### src/rtl/findmax_pkg.sv
// Shared types and constants for the FindMax engine scheduler.
package findmax_pkg;

  typedef enum logic [2:0] {
    IDLE    = 3'd0,
    LAUNCH  = 3'd1,
    WAIT    = 3'd2,
    RESP    = 3'd3,
    RECOVER = 3'd4
  } state_e;

  // Engine pipeline depth, DataValid cycle to done cycle.
  localparam int unsigned ENG_LATENCY = 7;

  localparam int unsigned DEF_N_EXP = 36;
  localparam int unsigned DEF_EXP_W = 5;

endpackage

### src/rtl/rr_arbiter.sv
// Combinational round-robin pick: first valid requester above last_grant, wrapping to 0.
module rr_arbiter #(
  parameter int unsigned NUM_REQ = 4,
  parameter int unsigned ID_W    = $clog2(NUM_REQ)
) (
  input  logic [NUM_REQ-1:0] i_req_valid,
  input  logic [ID_W-1:0]    i_last_grant,
  output logic [NUM_REQ-1:0] o_grant,
  output logic [ID_W-1:0]    o_grant_id,
  output logic               o_any
);

  logic [NUM_REQ-1:0] w_hi_mask;
  logic [NUM_REQ-1:0] w_hi_req;
  logic [NUM_REQ-1:0] w_pick_vec;

  always_comb begin
    w_hi_mask = '0;
    for (int j = 0; j < NUM_REQ; j++) begin
      w_hi_mask[j] = (j > int'(i_last_grant));
    end
  end

  assign w_hi_req   = i_req_valid & w_hi_mask;
  // Requesters above the last winner go first; otherwise wrap around to the lowest index.
  assign w_pick_vec = (|w_hi_req) ? w_hi_req : i_req_valid;

  always_comb begin
    o_grant_id = '0;
    for (int j = NUM_REQ - 1; j >= 0; j--) begin
      if (w_pick_vec[j]) o_grant_id = ID_W'(j);
    end
  end

  assign o_any   = |i_req_valid;
  assign o_grant = o_any ? (NUM_REQ'(1) << o_grant_id) : '0;

endmodule

### src/rtl/findmax_arbiter.sv
// Shares one FindMax exponent-max engine among NUM_REQ requesters, with a watchdog
// that resets a hung engine and returns an error response.
module findmax_arbiter
  import findmax_pkg::*;
#(
  parameter int unsigned NUM_REQ = 4,
  parameter int unsigned N_EXP   = DEF_N_EXP,
  parameter int unsigned EXP_W   = DEF_EXP_W,
  parameter int unsigned TIMEOUT = 16,
  parameter int unsigned ID_W    = $clog2(NUM_REQ)
) (
  input  logic                           clk,
  input  logic                           RST,
  input  logic [NUM_REQ-1:0]             req_valid,
  input  logic [NUM_REQ*N_EXP*EXP_W-1:0] req_exp,
  output logic [NUM_REQ-1:0]             req_ready,
  output logic                           rsp_valid,
  input  logic                           rsp_ready,
  output logic [ID_W-1:0]                rsp_id,
  output logic [EXP_W-1:0]               rsp_max,
  output logic                           rsp_err,
  output logic                           eng_data_valid,
  output logic                           eng_rstn,
  output logic [N_EXP*EXP_W-1:0]         eng_exp,
  input  logic                           eng_done,
  input  logic [EXP_W-1:0]               eng_max
);

  localparam int unsigned BLK_W  = N_EXP * EXP_W;
  localparam int unsigned WDOG_W = $clog2(TIMEOUT);

  if (TIMEOUT <= ENG_LATENCY + 1) begin : g_timeout_chk
    $error("TIMEOUT must exceed the engine latency");
  end

  state_e             r_state, w_state_nxt;
  logic [ID_W-1:0]    r_last_grant;
  logic [ID_W-1:0]    r_owner;
  logic [BLK_W-1:0]   r_hold;
  logic [WDOG_W-1:0]  r_wdog;
  logic               r_rsp_valid;
  logic [EXP_W-1:0]   r_rsp_max;
  logic               r_rsp_err;
  logic               r_eng_dv;
  logic               r_eng_rstn;

  logic [NUM_REQ-1:0] w_grant;
  logic [ID_W-1:0]    w_gnt_id;
  logic               w_any;
  logic [BLK_W-1:0]   w_slice;
  logic               w_wdog_exp;

  rr_arbiter #(
    .NUM_REQ (NUM_REQ),
    .ID_W    (ID_W)
  ) u_rr (
    .i_req_valid  (req_valid),
    .i_last_grant (r_last_grant),
    .o_grant      (w_grant),
    .o_grant_id   (w_gnt_id),
    .o_any        (w_any)
  );

  always_comb begin
    w_slice = '0;
    for (int r = 0; r < NUM_REQ; r++) begin
      if (w_gnt_id == ID_W'(r)) w_slice = req_exp[r*BLK_W +: BLK_W];
    end
  end

  assign w_wdog_exp = (r_wdog == WDOG_W'(TIMEOUT - 1));

  always_comb begin
    w_state_nxt = r_state;
    case (r_state)
      IDLE:    if (w_any) w_state_nxt = LAUNCH;
      LAUNCH:  w_state_nxt = WAIT;
      // A done arriving on the timeout cycle still counts as a normal completion.
      WAIT: begin
        if (eng_done)        w_state_nxt = RESP;
        else if (w_wdog_exp) w_state_nxt = RECOVER;
      end
      RECOVER: w_state_nxt = RESP;
      RESP:    if (rsp_ready) w_state_nxt = IDLE;
      default: w_state_nxt = IDLE;
    endcase
  end

  always_ff @(posedge clk or posedge RST) begin
    if (RST) begin
      r_state      <= IDLE;
      r_last_grant <= ID_W'(NUM_REQ - 1);
      r_owner      <= '0;
      r_hold       <= '0;
      r_wdog       <= '0;
      r_rsp_valid  <= 1'b0;
      r_rsp_max    <= '0;
      r_rsp_err    <= 1'b0;
      r_eng_dv     <= 1'b0;
      r_eng_rstn   <= 1'b0;
    end else begin
      r_state     <= w_state_nxt;
      r_eng_dv    <= (w_state_nxt == LAUNCH);
      r_eng_rstn  <= (w_state_nxt != RECOVER);
      r_rsp_valid <= (w_state_nxt == RESP);
      case (r_state)
        IDLE: begin
          if (w_any) begin
            r_hold       <= w_slice;
            r_owner      <= w_gnt_id;
            r_last_grant <= w_gnt_id;
          end
        end
        LAUNCH: r_wdog <= '0;
        WAIT: begin
          if (eng_done) begin
            r_rsp_max <= eng_max;
            r_rsp_err <= 1'b0;
          end else begin
            r_wdog <= r_wdog + WDOG_W'(1);
          end
        end
        RECOVER: begin
          r_rsp_max <= '0;
          r_rsp_err <= 1'b1;
        end
        default: ;
      endcase
    end
  end

  // Grants are suppressed while reset is held so no requester sees a phantom accept.
  assign req_ready      = (r_state == IDLE && !RST) ? w_grant : '0;
  assign rsp_valid      = r_rsp_valid;
  assign rsp_id         = r_owner;
  assign rsp_max        = r_rsp_max;
  assign rsp_err        = r_rsp_err;
  assign eng_data_valid = r_eng_dv;
  assign eng_rstn       = r_eng_rstn;
  assign eng_exp        = r_hold;

endmodule

### config.mk
export PLATFORM = sky130hd
export DESIGN_NAME = findmax_arbiter
export DESIGN_NICKNAME = d
export VERILOG_FILES = /design/src/rtl/findmax_pkg.sv /design/src/rtl/rr_arbiter.sv /design/src/rtl/findmax_arbiter.sv
export SDC_FILE = /design/constraint.sdc
export NUM_CORES = 1
export LEC_CHECK = 0
export CORE_AREA = 5 5 355 357
export DETAILED_ROUTE_END_ITERATION = 12
export DIE_AREA = 0 0 360 362
export GPL_ROUTABILITY_DRIVEN = 0
export PLACE_DENSITY = 0.34
export SLEW_MARGIN = 10
export SYNTH_ARGS = -nofsm -noshare
export SYNTH_HDL_FRONTEND = slang
export SYNTH_SLANG_ARGS = --single-unit
export TNS_END_PERCENT = 100
### constraint.sdc
create_clock -name clk -period 9 [get_ports clk]
set_clock_uncertainty 0.15 [all_clocks]
set_input_delay 1.8 -clock clk [delete_from_list [all_inputs] [get_ports clk]]
set_output_delay 1.8 -clock clk [all_outputs]
set_load 0.02 [all_outputs]
**Word-level counts from Yosys, hierarchy flattened**

Cells that the tools add are included.
Widths: inputs -> output; s select.

- Add/subtract/negate cells: 1
- $lt $le $gt $ge: 3
- Equality and inequality tests: 13
- Shifts and indexed selects: 1
- Multiplexer cells: 22
- Bitwise logic cells: 1
- Reduce and logical (&&, ||, !) cells: 11

Operator list:

| operator | number |
|---|---|
| $mux 180 | 4 |
| $mux 4 | 4 |
| $pmux 3 s5 | 1 |
| $mux 3 | 4 |
| $pmux 5 s2 | 1 |
| $eq 3x2->1 const B | 3 |
| $mux 2 | 4 |
| $pmux 4 s2 | 1 |
| $reduce_or 4->1 | 2 |
| $eq 3x1->1 const B | 2 |
| $reduce_and 2->1 | 3 |
| $mux 5 | 1 |
| $add 4x1->4 const B | 1 |
| $and 4x4->4 | 1 |
| $eq 2x2->1 const B | 2 |
| $eq 4x4->1 const B | 1 |
| $gt 2x2->1 const A | 2 |
| $ne 2x2->1 const B | 2 |
| $reduce_bool 2->1 | 2 |
| $shl 1x2->4 const A | 1 |
| $eq 3x3->1 const B | 1 |
| $logic_not 3->1 | 1 |
| $ne 3x3->1 const B | 1 |
| $eq 2x1->1 const B | 1 |
| other kinds (6) | 6 |

- Register bits: 200
- Logic and storage cells: 62

**Depth between registers and ports, before layout**

Gate-level depths: netlist of the first run.

- Word-level depth: 13
- Gate-level depth with buffers: 9
- Gate-level depth less buffers: 5

**Modules after synthesis**

A second synthesis of the first run with hierarchy kept.

- Cell total of the unflattened synthesis: 718
- Area total of the unflattened synthesis: 12084.1 µm²

Modules (own cells, without submodules):

| module | times used | cells an instance | area an instance (µm²) |
|---|---|---|---|
| findmax_arbiter | 1 | 694 | 11933.9 |
| rr_arbiter | 1 | 24 | 150.1 |

**Worst setup path before layout of the first run**

OpenSTA, ideal clock, no wires.

- Path kind: input port to output port
- From: input port RST
- To: output port req_ready[2]
- Arrival: 6671 ps
- Data required time: 7050 ps
- Setup slack: 379 ps
- Stages: 2
- Buffers on the path: 0
- Cells stage by stage: inv_1 and3_1

- Cells in the longest elaborated chain, start to end: 3

Ends and longest elaborated chain:

| item | RTL line | RTL |
|---|---|---|
| start, declared | findmax_arbiter.sv:13 | `input logic RST,` |
| $logic_not 1->1 | findmax_arbiter.sv:133 | `assign req_ready = (r_state == IDLE && !RST) ? w_grant : '0;` |
| $logic_and 1x1->1 | findmax_arbiter.sv:133 |  |
| $mux 4 | findmax_arbiter.sv:133 |  |
| end, declared | findmax_arbiter.sv:16 | `output logic [NUM_REQ-1:0] req_ready,` |

Every way passes these cells.

**Worst setup path in the final report of the first run**

- From: input port req_valid[1]
- To: output port req_ready[0]

- Cells in the longest elaborated chain, start to end: 10
- Elaborated cells between the ends (all ways): 11

Ends and longest elaborated chain:

| item | RTL line | RTL |
|---|---|---|
| start, declared | findmax_arbiter.sv:14 | `input logic [NUM_REQ-1:0] req_valid,` |
| $and 4x4->4 | rr_arbiter.sv:24 | `assign w_hi_req = i_req_valid & w_hi_mask;` |
| $reduce_or 4->1 | rr_arbiter.sv:26 | `assign w_pick_vec = (\|w_hi_req) ? w_hi_req : i_req_valid;` |
| $mux 4 | rr_arbiter.sv:26 |  |
| $mux 2 (4 in series) | rr_arbiter.sv:31 | `if (w_pick_vec[j]) o_grant_id = ID_W'(j);` |
| $shl 1x2->4 | rr_arbiter.sv:36 | `assign o_grant = o_any ? (NUM_REQ'(1) << o_grant_id) : '0;` |
| $mux 4 * | rr_arbiter.sv:36 |  |
| $mux 4 * | findmax_arbiter.sv:133 |  |

Mark *: on every way between the ends. The rest lies on a longest branch, timed or not.

==> impl_metrics.csv, run 1 <==
group,metric,value,unit
routing,ant_nets,0,
synth,synth-edff-count,0,
setup_path,r2r_start,"r_last_grant[1]$_DFFE_PP1P_",
routing,wire_per_inst,25.8,microns
setup_path,worst-path-max-fanout,64,
timing,rsz0062_at_grt,"false",
synth,synth_compound_area_frac,0.442,
routing,drt-total-wl,99100,microns
run_status,status,"complete, no violations",
final_layout,stdcell_count,3837,
synth,ys_types,39,
timing,max_slew.worst_pin.slew,1.15,ns
floorplanning,rows,129,
clocking,post-cts-setup-buffers,0,
floorplanning,die_h,362,microns
routing,met1_length,41000,microns
routing,vias,16000,
flow_run,drv_cap,0,
setup_path,required,7.05,ns
floorplanning,start_util,0.100,
global_route,antenna_found_initial,35,
min_path,min_from,"rsp_id[1]$_DFFE_PP0P_",
min_path,hold_end,"rsp_id[1]$_DFFE_PP0P_",
synth,ys_seq_area_frac,0.408,
timing,fin_crit_sh,0.713,
synth,synth_area_leaders,"dfrtp_1 (40%), a221oi_1 (13%), o2bb2ai_1 (12%)",
setup_path,max_stage_delay,0.75,ns
synth,synth_top_family_by_area,"compound AO/OA/AOI/OAI gates",
global_route,grt_max_degree,185,
global_route,grt_usage,0.145,
synth,async_flop_share,1.00,
final_layout,final_nets,2915,
setup_path,r2r-end,"eng_exp[85]$_DFFE_PP0P_",
clocking,cts-resized-gates,0,
synth,synthAdderAreaFrac,0.00102,
floorplanning,io_pins,928,
routing,drt_drc_violations_left,0,
synth,yosys_warnings,0,
clocking,root_buffer,"clkbuf_16",
synth,synth-main-ff-cell,"dfrtp_1",
setup_path,critPathLaunchType,"primary input",
routing,firstDrtPassIters,5,
final_layout,area_growth,93.5,%
setup_path,worstPathCellList,"clkdlybuf4s50_1, or2_4, o31ai_4, buf_4, nor3_1, clkdlybuf4s50_1",
timing,maxSlewHeadroom,0.237,
timing,timing.final.hold_violations,0,
setup_path,critPathKind,"primary input to primary output",
placement,dp_cells,3799,
synth,synth_nets,2132,
final_layout,fill_cells,13700,
global_route,grt_pass1_vias,16700,
setup_path,path_depth,6,
clocking,cts_tree,"yes",
routing,via_per_inst,4.17,
power,power_leakage,0.00786,uW
timing,setup-tns-final,0,ns
synth,yosys.area_share.simple,0.0838,
global_route,grt_pass1_wl,136000,microns
timing,finalCriticalPeriod,6.42,ns
synth,synth_common_cells,"nor2_1 (200), dfrtp_1 (198), o21ai_0 (182)",
setup_path,critPathCaptureType,"primary output",
timing,fmax,156,MHz
synth,synth_mux_area_frac,0,
setup_path,ff2ff_setup_slack,5.53,ns
placement,dp_hpwl,76700,microns
clocking,h-tree-depth,4,
power,vdd_ir_drop_max,0.169,mV
synth,synth_xor_area_frac,0,
synth,synth.most_common_cell,"nor2_1",
final_layout,drive_gt1_frac,0.0292,
routing,wl_met2,49100,microns
floorplanning,die-area,130000,sq um
setup_path,crit_path_top_delay_cell,"buf_4",
clocking,clock_path_buffers,2,
synth,syn_area,12300,sq um
min_path,hp-class,"flop to flop",
global_route,gr-total-overflow,0,
timing,drv_slew,0,
power,finalPower,6840,uW
floorplanning,die_x,360,microns
routing,drt_iter0_drc,1135,
setup_path,worst_path_most_repeated_cell,"clkdlybuf4s50_1",
clocking,cts_sinks,200,
setup_path,crit_buf_inv,3,
floorplanning,core-area,123000,sq um
synth,syn_inst,1398,
min_path,worstHoldPathCells,1,
routing,top_layer,"met5",
timing,setup_viol,0,
setup_path,arrival,4.47,ns
synth,synth.avg_cell_area,8.78,sq um
setup_path,crit_family,"buffers and inverters",
clocking,cts.clk_slew.worst_paths,0.09,ns
placement,port_buffers,927,
clocking,ctsHoldBuffers,0,
synth,synth_top_area_share,0.404,
clocking,numCtsBuffers,17,
power,p_per_area,288,nW/um^2
final_layout,fin_util,0.194,
routing,wl_met3,7220,microns
timing,whs,0.339,ns
clocking,clk_latency,0.50,ns
synth,ys_ff_latch,200,
setup_path,r2r_cells,6,
synth,yosys.area.top_type,"dfrtp_1",
[layout by cell type, fill, tap and decap left out, types with 10 or more instances in the layout]
master | netlist | final
o211ai_1 | 10 | 10
clkbuf_16 | 0 | 17
o21ai_0 | 182 | 182
clkdlybuf4s50_1 | 0 | 927
nand2_1 | 15 | 15
o2bb2ai_1 | 170 | 170
buf_4 | 3 | 14
a21oi_1 | 14 | 14
dfrtp_1 | 198 | 198
a221oi_1 | 180 | 180
a31oi_1 | 170 | 170
nand3_1 | 12 | 12
o221ai_1 | 10 | 10
nor2_1 | 200 | 200
[registers in the layout, summed over array words and instances, names as in the netlist]
register,count
rsp_id,2
eng_data_valid,1
rsp_err,1
rsp_max,5
r_last_grant,2
r_state,3
rsp_valid,1
eng_exp,180
r_wdog,4
eng_rstn,1
[kinds of logic (layout without fill, tap and decap cells)]
kind of cell / Yosys count / count (layout)
other: 0 / 6
flip-flops: 200 / 200
AND/OR/NAND/NOR: 252 / 252
buffers and inverters: 192 / 988
AO/OA/AOI/OAI: 753 / 753
adder cells (fa/ha/maj): 1 / 1
[worst max path at each step]
stage                  from      endpoint  slack, ns
2_1_floorplan           RST  req_ready[2]       0.38
3_3_place_gp   req_valid[1]  req_ready[0]       2.58
4_1_cts        req_valid[1]  req_ready[1]       2.55
6_report       req_valid[1]  req_ready[0]       2.58
5_1_grt        req_valid[1]  req_ready[1]       2.48
3_5_place_dp   req_valid[1]  req_ready[0]       2.56
[metal layers]
metal,vias up,global-route usage
met4,8,0.0280
met3,116,0.0464
met2,715,0.252
met1,8008,0.176
li1,7144,-
met5,-,0
[report_power, final]
part	switching [uW]	total (uW)	leakage [uW]	internal (uW)
clock	471	908	0.000300	437
sequential	314	1680	0.00226	1360
combinational	2540	4250	0.00530	1710
[metrics by stage]
| stage | setup WS, ns | area [sq um] |
|---|---|---|
| detailed placement | 2.56 | 23100 |
| floorplan | 0.379 | 12300 |
| global placement | 2.58 | 23100 |
| finish | 2.58 | 23800 |
| CTS | 2.55 | 23700 |
| global route | 2.48 | 23800 |
[cell type report]
type | count | area (sq um) | share of cell area
flip-flops and latches | 200 | 5010 | 0.211
repair buffers | 948 | 9520 | 0.401
diodes | 6 | 15.0 | 0.000632
multi-input cells | 1006 | 6500 | 0.273
clock inverters | 12 | 161 | 0.00679
clock buffers | 20 | 457 | 0.0192
well taps | 1637 | 2050 | 0.0862
inverters | 8 | 45.0 | 0.00190
Note: power is estimated with default switching activity, not from simulation.
==> inputs of run 2 (changes only) <==
==> constraint.sdc (replaced) <==
create_clock -name clk -period 6.2 [get_ports clk]
set_clock_uncertainty 0.15 [all_clocks]
set_input_delay 1.24 -clock clk [delete_from_list [all_inputs] [get_ports clk]]
set_output_delay 1.24 -clock clk [all_outputs]
set_load 0.02 [all_outputs]
==> impl_metrics.csv, run 2 (synthesis results as in run 1) <==
group,metric,value,unit
routing,drt_drc_violations_left,0,
placement,dp_hpwl,78400,microns
floorplanning,die_x,360,microns
final_layout,final_nets,2926,
clocking,clk_latency,0.54,ns
setup_path,max_stage_delay,0.56,ns
min_path,worstHoldPathCells,2,
timing,max_slew.worst_pin.slew,1.27,ns
routing,wire_per_inst,26.5,microns
power,finalPower,10100,uW
min_path,hold_end,"rsp_id[0]$_DFFE_PP0P_",
clocking,root_buffer,"clkbuf_16",
clocking,cts.clk_slew.worst_paths,0.09,ns
min_path,hp-class,"flop to flop",
routing,ant_nets,0,
timing,drv_slew,0,
setup_path,crit_buf_inv,3,
timing,fmax,201,MHz
clocking,numCtsBuffers,17,
power,p_per_area,421,nW/um^2
setup_path,arrival,3.58,ns
setup_path,r2r_cells,6,
setup_path,crit_path_top_delay_cell,"clkdlybuf4s50_1",
final_layout,drive_gt1_frac,0.0345,
setup_path,r2r_start,"r_last_grant[0]$_DFFE_PP1P_",
timing,rsz0062_at_grt,"false",
setup_path,worst-path-max-fanout,36,
floorplanning,io_pins,928,
timing,setup_viol,0,
run_status,status,"complete, no violations",
floorplanning,die-area,130000,sq um
global_route,grt_usage,0.149,
clocking,ctsHoldBuffers,0,
power,power_leakage,0.00794,uW
power,vdd_ir_drop_max,0.427,mV
setup_path,crit_family,"buffers and inverters",
routing,drt_iter0_drc,1031,
timing,timing.final.hold_violations,0,
final_layout,final_common_cell,"clkdlybuf4s50_1",
final_layout,largest_reg_flops,180,
final_layout,area_growth,94.9,%
global_route,grt_pass1_vias,16800,
global_route,gr-total-overflow,0,
final_layout,final_cell_mix,"clkdlybuf4s50_1 (927), nor2_1 (200), dfrtp_1 (198)",
clocking,h-tree-depth,4,
setup_path,ff2ff_setup_slack,2.90,ns
clocking,cts_sinks,200,
setup_path,r2r-end,"eng_exp[25]$_DFFE_PP0P_",
routing,vias,16000,
routing,drt-total-wl,102000,microns
clocking,clock_path_buffers,2,
setup_path,critPathCaptureType,"primary output",
setup_path,critPathKind,"primary input to primary output",
floorplanning,die_h,362,microns
clocking,cts_tree,"yes",
timing,finalCriticalPeriod,4.97,ns
timing,fin_crit_sh,0.801,
flow_run,drv_cap,0,
clocking,cts-resized-gates,0,
min_path,min_from,"rsp_id[0]$_DFFE_PP0P_",
floorplanning,start_util,0.100,
setup_path,worstPathCellList,"clkdlybuf4s50_1, or2_4, o31ai_4, inv_8, and3_1, clkdlybuf4s50_1",
global_route,antenna_found_initial,35,
floorplanning,core-area,123000,sq um
placement,port_buffers,927,
routing,via_per_inst,4.16,
global_route,grt_pass1_wl,140000,microns
setup_path,critPathLaunchType,"primary input",
routing,firstDrtPassIters,5,
clocking,post-cts-setup-buffers,0,
setup_path,worst_path_most_repeated_cell,"clkdlybuf4s50_1",
global_route,grt_max_degree,188,
timing,setup-tns-final,0,ns
setup_path,required,4.81,ns
timing,maxSlewHeadroom,0.150,
floorplanning,rows,129,
[run 2: changes by cell type in the layout (fill, tap and decap cells not counted), sizes merged, moves of 2 or more]
cell	before	now
diode	6	10
buf	21	32
clkbuf	20	17
clkinvlp	1	3
[run 2: how the worst max path moves through the flow]
stage,startpoint,slack (ns),endpoint,cells after the start
floorplan,RST,0.06,req_ready[2],2
global placement,req_valid[1],1.27,req_ready[2],6
detailed placement,req_valid[1],1.22,req_ready[2],6
CTS,req_valid[1],1.22,req_ready[2],6
global route,req_valid[1],1.13,req_ready[2],6
finish,req_valid[1],1.23,req_ready[2],6
[run 2: metrics by stage]
step | std cells | worst slack, ns | util | hold slack [ns] | area [sq um]
2_1_floorplan | 1398 | 0.0629 | - | 0.344 | 12300
3_3_place_gp | 3810 | 1.27 | 0.190 | 0.340 | 23300
3_5_place_dp | 3810 | 1.22 | 0.190 | 0.342 | 23300
4_1_cts | 3842 | 1.22 | 0.195 | 0.363 | 23900
5_1_grt | 3850 | 1.13 | 0.195 | 0.397 | 23900
6_report | 3852 | 1.23 | 0.195 | 0.374 | 23900
[run 2: routing by layer]
metal / GRT usage / vias up / share of wire
met2: 0.251 / 716 / 0.48
met4: 0.0338 / 4 / 0.016
met3: 0.0469 / 86 / 0.073
met1: 0.188 / 8066 / 0.43
li1: - / 7170 / -
met5: 0 / - / 0.00023
[run 2: where the power goes]
| group | leakage, uW | switching [uW] | total, uW | internal [uW] |
|---|---|---|---|---|
| Combinational | 0.00537 | 3740 | 6270 | 2540 |
| Sequential | 0.00226 | 464 | 2440 | 1980 |
| Clock | 0.000304 | 696 | 1350 | 653 |
[run 2: worst register-to-register path: cells and delay by family (launching register included)]
family	cells	cell delay, ns
flops	1	0.68
compound gates	3	0.84
simple gates	1	0.16
buf+inv	2	1.39
[run 2: final cells by class]
cell class / count / area (sq um)
Antenna cell: 10 / 25.0
Clock buffer: 17 / 425
Clock inverter: 15 / 213
Fill cell: 13700 / 98700
Inverter: 8 / 41.3
Multi-Input combinational cell: 1006 / 6500
Sequential cell: 200 / 5010
Tap cell: 1637 / 2050
Timing Repair Buffer: 959 / 9670
==> inputs of run 3 (changes only) <==
--- a/config.mk
+++ b/config.mk
@@ -9,7 +9,7 @@
 export DETAILED_ROUTE_END_ITERATION = 12
 export DIE_AREA = 0 0 360 362
 export GPL_ROUTABILITY_DRIVEN = 0
-export PLACE_DENSITY = 0.34
+export PLACE_DENSITY = 0.35
 export SLEW_MARGIN = 10
 export SYNTH_ARGS = -nofsm -noshare
 export SYNTH_HDL_FRONTEND = slang
==> constraint.sdc (replaced) <==
create_clock -name clk -period 4.4 [get_ports clk]
set_clock_uncertainty 0.15 [all_clocks]
set_input_delay 0.88 -clock clk [delete_from_list [all_inputs] [get_ports clk]]
set_output_delay 0.88 -clock clk [all_outputs]
set_load 0.02 [all_outputs]
==> impl_metrics.csv, run 3 (synthesis results as in run 1) <==
group,metric,value,unit
min_path,hold_end,"rsp_id[1]$_DFFE_PP0P_",
clocking,ctsHoldBuffers,0,
setup_path,r2r_start,"r_last_grant[1]$_DFFE_PP1P_",
final_layout,area_growth,96.3,%
routing,drt_iter0_drc,1040,
routing,via_per_inst,4.19,
setup_path,ff2ff_setup_slack,1.11,ns
timing,finalWorstSetupSlack,0.338,ns
setup_path,worst-path-max-fanout,8,
floorplanning,start_util,0.100,
min_path,hp-class,"flop to flop",
floorplanning,die_x,360,microns
routing,wire_per_inst,25.6,microns
power,sw_frac_of_total,0.481,
timing,setup_viol,0,
power,pwr-share-seq,0.246,
power,vdd_ir_drop_max,0.468,mV
global_route,grt_pass1_wl,136000,microns
clocking,clk_latency,0.52,ns
timing,max_slew.worst_pin.slew,1.19,ns
floorplanning,die_h,362,microns
routing,drt-total-wl,99400,microns
global_route,antenna_found_initial,44,
clocking,cts_tree,"yes",
power,p_switching,6780,uW
setup_path,r2r_cells,8,
power,power_leakage,0.00802,uW
routing,vias,16300,
routing,ant_nets,0,
global_route,gr-total-overflow,0,
global_route,grt_max_degree,182,
final_layout,fill_cells,13700,
routing,firstDrtPassIters,5,
final_layout,multi_input_area,6510,sq um
power,power_frac_clock,0.120,
final_layout,drive_gt1_frac,0.0431,
timing,fin_crit_sh,0.923,
min_path,worstHoldPathCells,1,
final_layout,register_area,5010,sq um
setup_path,arrival,3.03,ns
clocking,clock_path_buffers,2,
setup_path,critPathCaptureType,"primary output",
final_layout,final_cell_mix,"clkdlybuf4s50_1 (927), nor2_1 (200), dfrtp_1 (198)",
setup_path,required,3.37,ns
clocking,cts-resized-gates,0,
flow_run,drv_cap,0,
floorplanning,core-area,123000,sq um
setup_path,critPathLaunchType,"primary input",
clocking,h-tree-depth,4,
timing,fmax,246,MHz
global_route,grt_usage,0.144,
timing,finalCriticalPeriod,4.06,ns
power,p_per_area,585,nW/um^2
clocking,cts.clk_slew.worst_paths,0.08,ns
final_layout,final_common_cell,"clkdlybuf4s50_1",
placement,dp_hpwl,77300,microns
clocking,cts_sinks,200,
global_route,grt_pass1_vias,16900,
timing,maxSlewHeadroom,0.207,
floorplanning,rows,129,
routing,drt_drc_violations_left,0,
timing,timing.final.hold_violations,0,
clocking,post-cts-setup-buffers,0,
min_path,min_from,"rsp_id[1]$_DFFE_PP0P_",
setup_path,critPathKind,"primary input to primary output",
timing,rsz0062_at_grt,"false",
floorplanning,io_pins,928,
clocking,numCtsBuffers,17,
floorplanning,die-area,130000,sq um
power,p_int,7300,uW
final_layout,fin_util,0.196,
setup_path,worstSetupStartpoint,"req_valid[2]",
timing,drv_slew,0,
placement,dp_slack,0.117,ns
final_layout,largest_reg_flops,180,
clocking,root_buffer,"clkbuf_16",
power,power_frac_comb,0.634,
run_status,status,"complete, no violations",
setup_path,r2r-end,"eng_exp[80]$_DFFE_PP0P_",
placement,port_buffers,927,
final_layout,final_nets,2946,
[run 3: layout make-up]
| cell class | count | share of cell area |
|---|---|---|
| inverters | 8 | 0.00171 |
| well taps | 1637 | 0.0850 |
| multi-input cells | 1006 | 0.270 |
| diodes | 20 | 0.00208 |
| clock inverters | 10 | 0.00389 |
| flip-flops and latches | 200 | 0.208 |
| clock buffers | 22 | 0.0197 |
| repair buffers | 979 | 0.410 |
[run 3: power groups by stage]
stage / Combinational (uW) / Clock, uW / Sequential, uW
2_1_floorplan: 3480 / 0 / 4370
3_3_place_gp: 9040 / 0 / 3460
3_5_place_dp: 9070 / 0 / 3490
4_1_cts: 9100 / 1790 / 3470
6_report: 8930 / 1690 / 3470
5_1_grt: 9630 / 1850 / 3580
[run 3: metrics by stage]
stage | cell area [sq um] | instances | power (uW) | hold WS, ns | TNS, ns
6_report | 24100 | 3882 | 14100 | 0.351 | 0
5_1_grt | 24100 | 3879 | 15000 | 0.393 | 0
4_1_cts | 24000 | 3862 | 14400 | 0.352 | 0
3_5_place_dp | 23500 | 3830 | 12600 | 0.331 | 0
3_3_place_gp | 23500 | 3830 | 12500 | 0.321 | 0
2_1_floorplan | 12300 | 1398 | 7850 | 0.344 | -1.02
[run 3: worst max path at each step]
stage                     depth (start not counted)  slack (ns)                       to
final                                             5        0.34             req_ready[1]
after CTS                                         5        0.29             req_ready[1]
after detailed placement                          9        0.12  eng_exp[79]$_DFFE_PP0P_
after global placement                            9        0.29  eng_exp[79]$_DFFE_PP0P_
after floorplan                                   2       -1.02             req_ready[2]
after global routing                              5        0.18             req_ready[1]
[run 3: routing by layer]
layer,track usage,vias to the layer above,routed length (microns),part of all wire
met5,0,-,136,0.0014
met4,0.0390,20,1570,0.016
met3,0.0533,93,7520,0.076
met2,0.241,713,48500,0.49
met1,0.176,8223,41700,0.42
li1,-,7222,-,-
[run 3: critical path: stages]
cell and delay [ns]:
clkdlybuf4s50_1 0.64, a211oi_1 0.37, nor3_1 0.15, nor4_1 0.31
clkdlybuf4s50_1 0.67
